### src/rtl/csa_pkg.sv
// Shared definitions for the carry-save-to-binary resolver: state encoding,
// chunk-count helper and default sizing.
package csa_pkg;

  typedef enum logic [1:0] {
    S_IDLE = 2'd0,
    S_RUN  = 2'd1,
    S_DONE = 2'd2
  } csa_state_e;

  localparam logic [1:0] ST_IDLE = 2'(S_IDLE);
  localparam logic [1:0] ST_RUN  = 2'(S_RUN);
  localparam logic [1:0] ST_DONE = 2'(S_DONE);

  // Number of CHUNK-bit slices covering one (NN+1)-bit redundant word.
  function automatic int unsigned nchunk(input int unsigned nn, input int unsigned chunk);
    return (nn + chunk) / chunk;
  endfunction

  // Counter width; a single-slice resolver still needs a one-bit counter.
  function automatic int unsigned cnt_width(input int unsigned n);
    return (n > 1) ? $clog2(n) : 1;
  endfunction

  localparam int unsigned NN_DEF     = 16;
  localparam int unsigned CHUNK_DEF  = 4;
  localparam int unsigned NCHUNK_DEF = nchunk(NN_DEF, CHUNK_DEF);
  localparam int unsigned CNT_W_DEF  = cnt_width(NCHUNK_DEF);

endpackage

### src/rtl/csa_resolver_if.sv
// Valid/ready bundle between the compressor tree, the resolver and its consumer.
interface csa_resolver_if #(
  parameter int unsigned NN = csa_pkg::NN_DEF
);
  logic          in_valid;
  logic          in_ready;
  logic [NN:0]   in_sum;
  logic [NN:0]   in_carry;
  logic          out_valid;
  logic          out_ready;
  logic [NN+1:0] out_result;

  modport master (
    output in_valid, in_sum, in_carry, out_ready,
    input  in_ready, out_valid, out_result
  );

  modport slave (
    input  in_valid, in_sum, in_carry, out_ready,
    output in_ready, out_valid, out_result
  );
endinterface

### src/rtl/csa_chunk_add.sv
// Combinational W-bit slice adder with carry in/out.
module csa_chunk_add #(
  parameter int unsigned W = 4
) (
  input  logic [W-1:0] a,
  input  logic [W-1:0] b,
  input  logic         cin,
  output logic [W-1:0] sum_c,
  output logic         cout_c
);
  assign {cout_c, sum_c} = (W+1)'(a) + (W+1)'(b) + (W+1)'(cin);
endmodule

### src/rtl/csa_resolver.sv
// Multi-cycle resolver: adds a latched (sum, carry) pair CHUNK bits per cycle
// and presents the exact NN+2-bit binary result behind a valid/ready handshake.
module csa_resolver
  import csa_pkg::*;
#(
  parameter int unsigned NN    = NN_DEF,
  parameter int unsigned CHUNK = CHUNK_DEF
) (
  input  logic           clk,
  input  logic           rst,
  csa_resolver_if.slave  bus
);
  localparam int unsigned RW  = NN + 2;
  localparam int unsigned NCH = nchunk(NN, CHUNK);
  localparam int unsigned PW  = NCH * CHUNK;
  localparam int unsigned CW  = cnt_width(NCH);

  logic [1:0]       state_q, state_d;
  logic [PW-1:0]    sum_q, sum_d;
  logic [PW-1:0]    car_q, car_d;
  logic             cy_q, cy_d;
  logic [CW-1:0]    cnt_q, cnt_d;
  logic [RW-1:0]    res_q, res_d;
  logic             in_ready_q, in_ready_d;
  logic             out_valid_q, out_valid_d;

  logic [CHUNK-1:0] a_c, b_c, s_c;
  logic             co_c;
  logic             last_c;

  // Operands are zero-padded to whole slices, so the narrow top slice needs no special case.
  assign a_c    = CHUNK'(sum_q >> (32'(cnt_q) * CHUNK));
  assign b_c    = CHUNK'(car_q >> (32'(cnt_q) * CHUNK));
  assign last_c = (cnt_q == CW'(NCH - 1));

  csa_chunk_add #(.W(CHUNK)) u_add (
    .a      (a_c),
    .b      (b_c),
    .cin    (cy_q),
    .sum_c  (s_c),
    .cout_c (co_c)
  );

  always_comb begin
    state_d     = state_q;
    sum_d       = sum_q;
    car_d       = car_q;
    cy_d        = cy_q;
    cnt_d       = cnt_q;
    res_d       = res_q;
    in_ready_d  = in_ready_q;
    out_valid_d = out_valid_q;
    case (state_q)
      ST_IDLE: begin
        if (bus.in_valid) begin
          sum_d      = PW'(bus.in_sum);
          car_d      = PW'(bus.in_carry);
          cy_d       = 1'b0;
          cnt_d      = '0;
          res_d      = '0;
          in_ready_d = 1'b0;
          state_d    = ST_RUN;
        end
      end
      ST_RUN: begin
        // Slices land in disjoint, pre-cleared bit ranges; the final carry only on the last slice.
        res_d = res_q | RW'(((PW+1)'({last_c & co_c, s_c})) << (32'(cnt_q) * CHUNK));
        cy_d  = co_c;
        cnt_d = cnt_q + CW'(1);
        if (last_c) begin
          out_valid_d = 1'b1;
          state_d     = ST_DONE;
        end
      end
      ST_DONE: begin
        if (bus.out_ready) begin
          out_valid_d = 1'b0;
          in_ready_d  = 1'b1;
          state_d     = ST_IDLE;
        end
      end
      default: begin
        out_valid_d = 1'b0;
        in_ready_d  = 1'b1;
        state_d     = ST_IDLE;
      end
    endcase
  end

  always_ff @(posedge clk or posedge rst) begin
    if (rst) begin
      state_q     <= ST_IDLE;
      sum_q       <= '0;
      car_q       <= '0;
      cy_q        <= 1'b0;
      cnt_q       <= '0;
      res_q       <= '0;
      in_ready_q  <= 1'b1;
      out_valid_q <= 1'b0;
    end else begin
      state_q     <= state_d;
      sum_q       <= sum_d;
      car_q       <= car_d;
      cy_q        <= cy_d;
      cnt_q       <= cnt_d;
      res_q       <= res_d;
      in_ready_q  <= in_ready_d;
      out_valid_q <= out_valid_d;
    end
  end

  assign bus.in_ready   = in_ready_q;
  assign bus.out_valid  = out_valid_q;
  assign bus.out_result = res_q;

endmodule
### src/flat_wrapper.sv
// flat-port wrapper written by rule: the top's interface ports become plain ports
module csa_resolver_flat import csa_pkg::*;
#(
  parameter int unsigned NN    = NN_DEF,
  parameter int unsigned CHUNK = CHUNK_DEF
)
  (clk, rst, bus_in_valid, bus_in_sum, bus_in_carry, bus_out_ready, bus_in_ready, bus_out_valid, bus_out_result);
  csa_resolver_if #(.NN(NN)) bus_i ();
  input  logic clk;
  input  logic rst;
  input wire logic [$bits(bus_i.in_valid)-1:0] bus_in_valid;
  input wire logic [$bits(bus_i.in_sum)-1:0] bus_in_sum;
  input wire logic [$bits(bus_i.in_carry)-1:0] bus_in_carry;
  input wire logic [$bits(bus_i.out_ready)-1:0] bus_out_ready;
  output wire logic [$bits(bus_i.in_ready)-1:0] bus_in_ready;
  output wire logic [$bits(bus_i.out_valid)-1:0] bus_out_valid;
  output wire logic [$bits(bus_i.out_result)-1:0] bus_out_result;
  assign bus_i.in_valid = bus_in_valid;
  assign bus_i.in_sum = bus_in_sum;
  assign bus_i.in_carry = bus_in_carry;
  assign bus_i.out_ready = bus_out_ready;
  assign bus_in_ready = bus_i.in_ready;
  assign bus_out_valid = bus_i.out_valid;
  assign bus_out_result = bus_i.out_result;
  csa_resolver #(.NN(NN), .CHUNK(CHUNK)) u_core (.clk(clk), .rst(rst), .bus(bus_i));
endmodule
### config.mk
export PLATFORM = sky130hd
export DESIGN_NAME = csa_resolver_flat
export DESIGN_NICKNAME = d
export VERILOG_FILES = /design/src/rtl/csa_pkg.sv /design/src/rtl/csa_resolver_if.sv /design/src/rtl/csa_chunk_add.sv /design/src/rtl/csa_resolver.sv /design/src/flat_wrapper.sv
export SDC_FILE = /design/constraint.sdc
export NUM_CORES = 1
export LEC_CHECK = 0
export BUFFER_PORTS_ARGS = -buffer_cell sky130_fd_sc_hd__buf_2
export CAP_MARGIN = 20
export CORE_MARGIN = 2
export CORE_UTILIZATION = 54
export DETAILED_ROUTE_END_ITERATION = 8
export GPL_ROUTABILITY_DRIVEN = 0
export PLACE_DENSITY_LB_ADDON = 0.12
export RECOVER_POWER = 100
export SETUP_SLACK_MARGIN = 0.3
export SLEW_MARGIN = 20
export SYNTH_ARGS = -nofsm -noshare
export SYNTH_HDL_FRONTEND = slang
export SYNTH_HIERARCHICAL = 1
export SYNTH_SLANG_ARGS = --single-unit
### constraint.sdc
create_clock -name clk -period 2.6 [get_ports clk]
set_input_delay 0.39 -clock clk [delete_from_list [all_inputs] [get_ports clk]]
set_output_delay 0.39 -clock clk [all_outputs]
set_load 0.03 [all_outputs]
Yosys cells after proc, flatten, opt, wreduce, memory -nomap -nowiden. Index checks and enable logic that the tools add are counted.

Output and inout port bits: 20. Logic and storage cells: 46. Register bits after elaboration: 60.

Bitwise gates (word level): 4. Mux-type cells: 15. Shift-type cells: 3. Reduce and logical (&&, ||, !) cells: 7. Add/sub/neg operators: 3. Eq/ne operators: 6.

Operators with widths (count): $pmux W18 S2 (1); $shr A17 B5 Y4 (2); $mux W18 (1); $or A18 B18 Y18 (1); $shl A5 B5 Y18 (1); $reduce_and A3 Y1 (3); $mux W2 (3); $pmux W1 S3 (2); $pmux W2 S3 (1); $pmux W3 S2 (1); $add A4 B4 Y5 (1); $add A5 B1 Y5 (1); $mux W1 (4); $ne A2 B2 Y1 const B (2); $reduce_and A2 Y1 (2); $add A3 B1 Y3 const B (1); $eq A3 B3 Y1 const B (1); $mux W3 (1); $eq A2 B1 Y1 const B (1); $eq A2 B2 Y1 const B (1); $logic_not A2 Y1 (1); $ne A2 B1 Y1 const B (1); $not A1 Y1 (2); $pmux W1 S2 (1); 2 further kinds (2).

Logic depth before layout (Yosys ltp).
Depth after elaboration: 7. Mapped depth: 12.

By module. Netlist, hierarchy kept.

By module, submodules not included: csa_resolver (cells an instance 180, area an instance 2727.6 µm², times used 1, seq. area each 1502.7 µm²); csa_chunk_add (cells an instance 16, area an instance 143.9 µm², times used 1, seq. area each 0.0 µm²).

Worst setup path before layout. No wires, ideal clock.

Path kind: reg-to-reg. From: register u_core.cnt_q[1]. To: register u_core.res_q[17], in the netlist u_core/bus.out_result[17]. Period minus slack after synthesis: 2.321 ns. Stages on the path, launching flop included: 11. Path slack: 0.279 ns. Library setup time: 0.083 ns. Arrival: 2.239 ns. Cell sequence: dfrtp_1 buf_2 mux2_2 a31oi_1 o31ai_1 fa_1 inv_1 fa_1 inv_1 nand4_1 o21ai_0.

Word-level cells in the longest chain between the ends: 6. Elaborated cells on any way between the ends: 7. Those cells by class: 2 x add/sub; 3 x shift; 1 x mux; 1 x bitwise.

Ends and longest elaborated chain: start: declaration (line csa_resolver.sv:22) `logic [CW-1:0] cnt_q, cnt_d;`; start signal: assignment (line csa_resolver.sv:105) `cnt_q <= cnt_d;`; $shr A17 B5 Y4 (line csa_resolver.sv:32) `assign a_c = CHUNK'(sum_q >> (32'(cnt_q) * CHUNK));`; named net u_core.a_c[0] (line csa_resolver.sv:27) `logic [CHUNK-1:0] a_c, b_c, s_c;`; $add A4 B4 Y5 (line csa_chunk_add.sv:11) `assign {cout_c, sum_c} = (W+1)'(a) + (W+1)'(b) + (W+1)'(cin);`; $add A5 B1 Y5 (line csa_chunk_add.sv:11); named net u_core.s_c[1] (line csa_resolver.sv:27); $shl A5 B5 Y18 (line csa_resolver.sv:67) `res_d = res_q | RW'(((PW+1)'({last_c & co_c, s_c})) << (32'(cnt_q) * CHUNK));`; $or A18 B18 Y18 (line csa_resolver.sv:67); $pmux W18 S2 (line csa_resolver.sv:53) `case (state_q)`; end signal: assignment (line csa_resolver.sv:106) `res_q <= res_d;`; end: declaration (line csa_resolver.sv:23) `logic [RW-1:0] res_q, res_d;`.

The timed path passes the listed nets, and every way through them passes these cells. A chain may end at the register's enable or synchronous reset.

Worst setup path in the final report.
From: register u_core.cnt_q[1]. To: register u_core.res_q[17], in the netlist u_core/bus.out_result[17].

Word-level cells in the longest chain between the ends: 6. Elaborated cells on any way between the ends: 7. Those cells by class: 2 x add/sub; 3 x shift; 1 x mux; 1 x bitwise.

Ends and longest elaborated chain: $shr A17 B5 Y4 (line csa_resolver.sv:33) `assign b_c = CHUNK'(car_q >> (32'(cnt_q) * CHUNK));`; named net u_core.b_c[0] (line csa_resolver.sv:27); $add A4 B4 Y5 (line csa_chunk_add.sv:11); $add A5 B1 Y5 (line csa_chunk_add.sv:11); named net u_core.s_c[1] (line csa_resolver.sv:27); $shl A5 B5 Y18 (line csa_resolver.sv:67); $or A18 B18 Y18 (line csa_resolver.sv:67); $pmux W18 S2 (line csa_resolver.sv:53).

The timed path passes the listed nets, and every way through them passes these cells.

==> results.py <==
metrics = {
    "status": {
        "status": "completed",
    },
    "synth": {
        "synth.avg_cell_area_um2": 14.7,
        "syn_inst": 196,
        "ys_types": 41,
        "synth_edf_count": 0,
        "ys_warn_count": 6,
        "ys_ff_latch": 60,
        "ys_seq_area_share_pct": 52.3,
        "synth-main-ff-cell": "dfrtp_1",
        "async_reset_ff_share_pct": 100,
        "netlist_area_um2": 2870,
        "syn_nets": 241,
    },
    "cts": {
        "cts_sinks": 60,
        "cts_root_buf": "clkbuf_8",
        "h-tree-depth": 3,
        "cts_tree": "done",
        "cts_buffers": 9,
        "holdBufCountCts": 0,
        "path_clk_slew_ps": 60,
        "clock_path_buffers": 2,
        "clkLatencyLatePin_ps": 330,
    },
    "sta": {
        "tns_ps": 0,
        "worst_slew_pin_slew_ps": 1120,
        "setup_viol": 0,
        "skew_ps": 10.9,
        "finalHoldViolations": 0,
        "finalCriticalPeriod_ps": 2370,
        "rsz0062_at_grt": "yes",
        "maxSlewHeadroom_pct": 24.9,
        "finalMaxSlewViolations": 0,
        "fmax_ghz": 0.422,
        "period_share_pct": 91.1,
    },
    "min_path": {
        "hold_class": "in -> reg",
        "whs_path_depth": 2,
    },
    "setup_path": {
        "path_cells": "mux2_2, a22oi_2, o22ai_2, fa_1, inv_2, fa_2, inv_2, nand4_1, o21ai_0",
        "worstSetupPathType": "reg -> reg",
        "cp-end-kind": "register",
        "critPathArrivalTime_ps": 2610,
        "crit_top_cell": "inv_2",
        "path_buf_inv": 2,
        "r2r_cells": 9,
        "cpMaxStageDelayCell": "fa_2",
        "start_kind": "register",
        "critPathTopFamily": "adder cells",
        "crit_fanout": 5,
        "cp_slowest_stage_delay_ps": 440,
        "crit_cells": 9,
        "worst-endpoint-required_ps": 2850,
    },
    "drt": {
        "wirelength_um": 5390,
        "routed_via_density": 5.31,
        "drt_iter0_drc": 80,
        "wire_per_inst_um": 15.9,
        "first_pass_iters": 4,
        "via_count": 1795,
        "drc": 0,
        "antenna_left": 0,
    },
    "power": {
        "peakVddDrop_mv": 0.704,
        "finalPower_uw": 4990,
        "power_density_nw_per_um2": 1500,
        "p_leak_uw": 0.00152,
    },
    "job": {
        "drv_cap": 0,
    },
    "floorplanning": {
        "pin_count": 58,
        "dieArea_um2": 5920,
        "die_width_um": 76.9,
        "start_util_pct": 56.2,
        "fp.dieH_um": 76.9,
        "rows": 26,
        "coreArea_um2": 5110,
    },
    "cells_and_area": {
        "antenna_cells": 0,
        "design_area_um2": 3330,
        "final_layout_size_suffix_gt1_share_pct": 34.7,
        "finalNonFillerCells": 338,
        "nNetsFinal": 308,
        "syn_to_final_growth_pct": 15.9,
        "nFillCells": 443,
    },
    "global_route": {
        "grt_max_degree": 38,
        "grt_pass1_vias": 1858,
        "grt_pass1_wl_um": 8930,
        "grt_antenna_before_repair": 0,
        "grt_usage_pct": 19.9,
        "gr-total-overflow": 0,
    },
    "place": {
        "dp_cells": 317,
        "portBuffers": 57,
        "place_hpwl_um": 3690,
        "placed_cell_area_um2": 3190,
    },
}
[flip-flops by register name, summed over array words and instances (netlist names)]
| signal | flops |
|---|---|
| u_core/bus.out_result | 18 |
| u_core/car_q | 17 |
| u_core/sum_q | 17 |
| u_core/cnt_q | 3 |
| u_core/state_q | 2 |
| u_core/bus.in_ready | 1 |
| u_core/bus.out_valid | 1 |
| u_core/cy_q | 1 |
[through the flow]
step                      hold WS [ps]  utilization (%)  worst slack, ps
after detailed placement           451             62.5              161
after global routing               270             65.2             92.0
after CTS                          155             66.8              277
after global placement             447             62.5              198
after floorplan                    473                -              320
final                              275             65.2              232
[logic make-up (layout without fill, tap and decap cells)]
family          after synthesis  count (layout)  share of synthesized area [%]
mux                          43              43                           22.7
simple gates                 26              26                           5.71
buf+inv                      22              94                           5.19
compound gates               36              36                           9.89
fa+ha+maj                     7               7                           3.57
xor+xnor                      2               2                          0.610
flops                        60              60                           52.3
[worst paths after layout]
check,slack (ps),to,start
max,230,u_core/bus.out_result[17],u_core/cnt_q[1]
min,270,u_core/sum_q[12],bus_in_sum[12]
max reg2reg,230,u_core/bus.out_result[17],u_core/cnt_q[1]
min reg2reg,460,u_core/bus.in_ready,u_core/bus.in_ready
max in group asynchronous,890,u_core/cnt_q[2],rst
min in group asynchronous,340,u_core/car_q[2],rst
[synthesized netlist by cell type, types with 2 or more instances]
cell type / number / area, µm²
dfrtp_1: 59 / 1480
mux2_4: 27 / 405
a22o_1: 19 / 166
inv_1: 10 / 37.5
mux2_2: 9 / 101
and2_1: 6 / 37.5
mux4_2: 6 / 135
ha_1: 5 / 62.6
nand2_1: 4 / 15.0
o21ai_0: 4 / 20.0
a31oi_1: 3 / 18.8
and4_1: 3 / 26.3
buf_2: 3 / 15.0
clkbuf_1: 3 / 11.3
nor2_1: 3 / 11.3
a32o_1: 2 / 20.0
buf_12: 2 / 40.0
buf_6: 2 / 22.5
fa_1: 2 / 40.0
nor2b_1: 2 / 12.5
xnor2_1: 2 / 17.5
[cell usage in the layout (no fill, tap or decap), types with 2 or more instances in the layout]
| cell type | netlist | final |
|---|---|---|
| and4_1 | 3 | 3 |
| mux4_2 | 6 | 6 |
| nor2b_1 | 2 | 2 |
| buf_2 | 3 | 37 |
| clkinv_2 | 0 | 2 |
| a21oi_1 | 1 | 2 |
| o21ai_0 | 4 | 3 |
| mux2_1 | 0 | 26 |
| mux2_2 | 9 | 9 |
| clkbuf_8 | 0 | 12 |
| and2_1 | 6 | 5 |
| nand2_1 | 4 | 4 |
| inv_2 | 0 | 2 |
| dfrtp_1 | 59 | 57 |
| buf_6 | 2 | 2 |
| clkbuf_1 | 3 | 23 |
| a32o_1 | 2 | 2 |
| buf_4 | 1 | 6 |
| a22o_1 | 19 | 19 |
| ha_1 | 5 | 4 |
| inv_1 | 10 | 8 |
| dfrtp_2 | 0 | 2 |
| a31oi_1 | 3 | 2 |
| nor2_1 | 3 | 3 |
[cell type report]
cell class                      count  area (µm²)  share of cell area, %
Clock inverter                      2        10.0                  0.301
Clock buffer                       14         173                   5.19
Multi-Input combinational cell    114        1160                   35.0
Sequential cell                    60        1510                   45.2
Inverter                           10        37.5                   1.13
Timing Repair Buffer               68         352                   10.6
Tap cell                           70        87.6                   2.63
[per-layer routing]
layer  track usage, %  wire length [µm]  vias up
met3             5.41               243        8
met5                0                 0        -
met4             8.18                69        0
met1             26.1              2470      880
met2             31.6              2610       52
li1                 -                 -      855
[repair_timing]
| action | in CTS | in global routing |
|---|---|---|
| endpoints found under the setup margin | 14 | 14 |
| cloned | 0 | 0 |
| buffers inserted | 1 | 4 |
| pin swaps | 3 | 8 |
| resized for setup | 9 | 11 |
| endpoints found under the hold margin | 0 | 0 |
[worst reg2reg max path: cells and delay by family (launching register included)]
kind | cells | cell delay, ps
DFF | 1 | 420
muxes | 1 | 360
adders and majority gates | 2 | 870
AOI/OAI and AO/OA | 3 | 340
and+or+nand+nor | 1 | 90
buffers and inverters | 2 | 200
[power breakdown]
part	switching, µW	total, µW	internal, µW
Combinational	1360	2540	1180
Clock	335	756	421
Sequential	284	1680	1400
(Power assumes the default switching activity.)
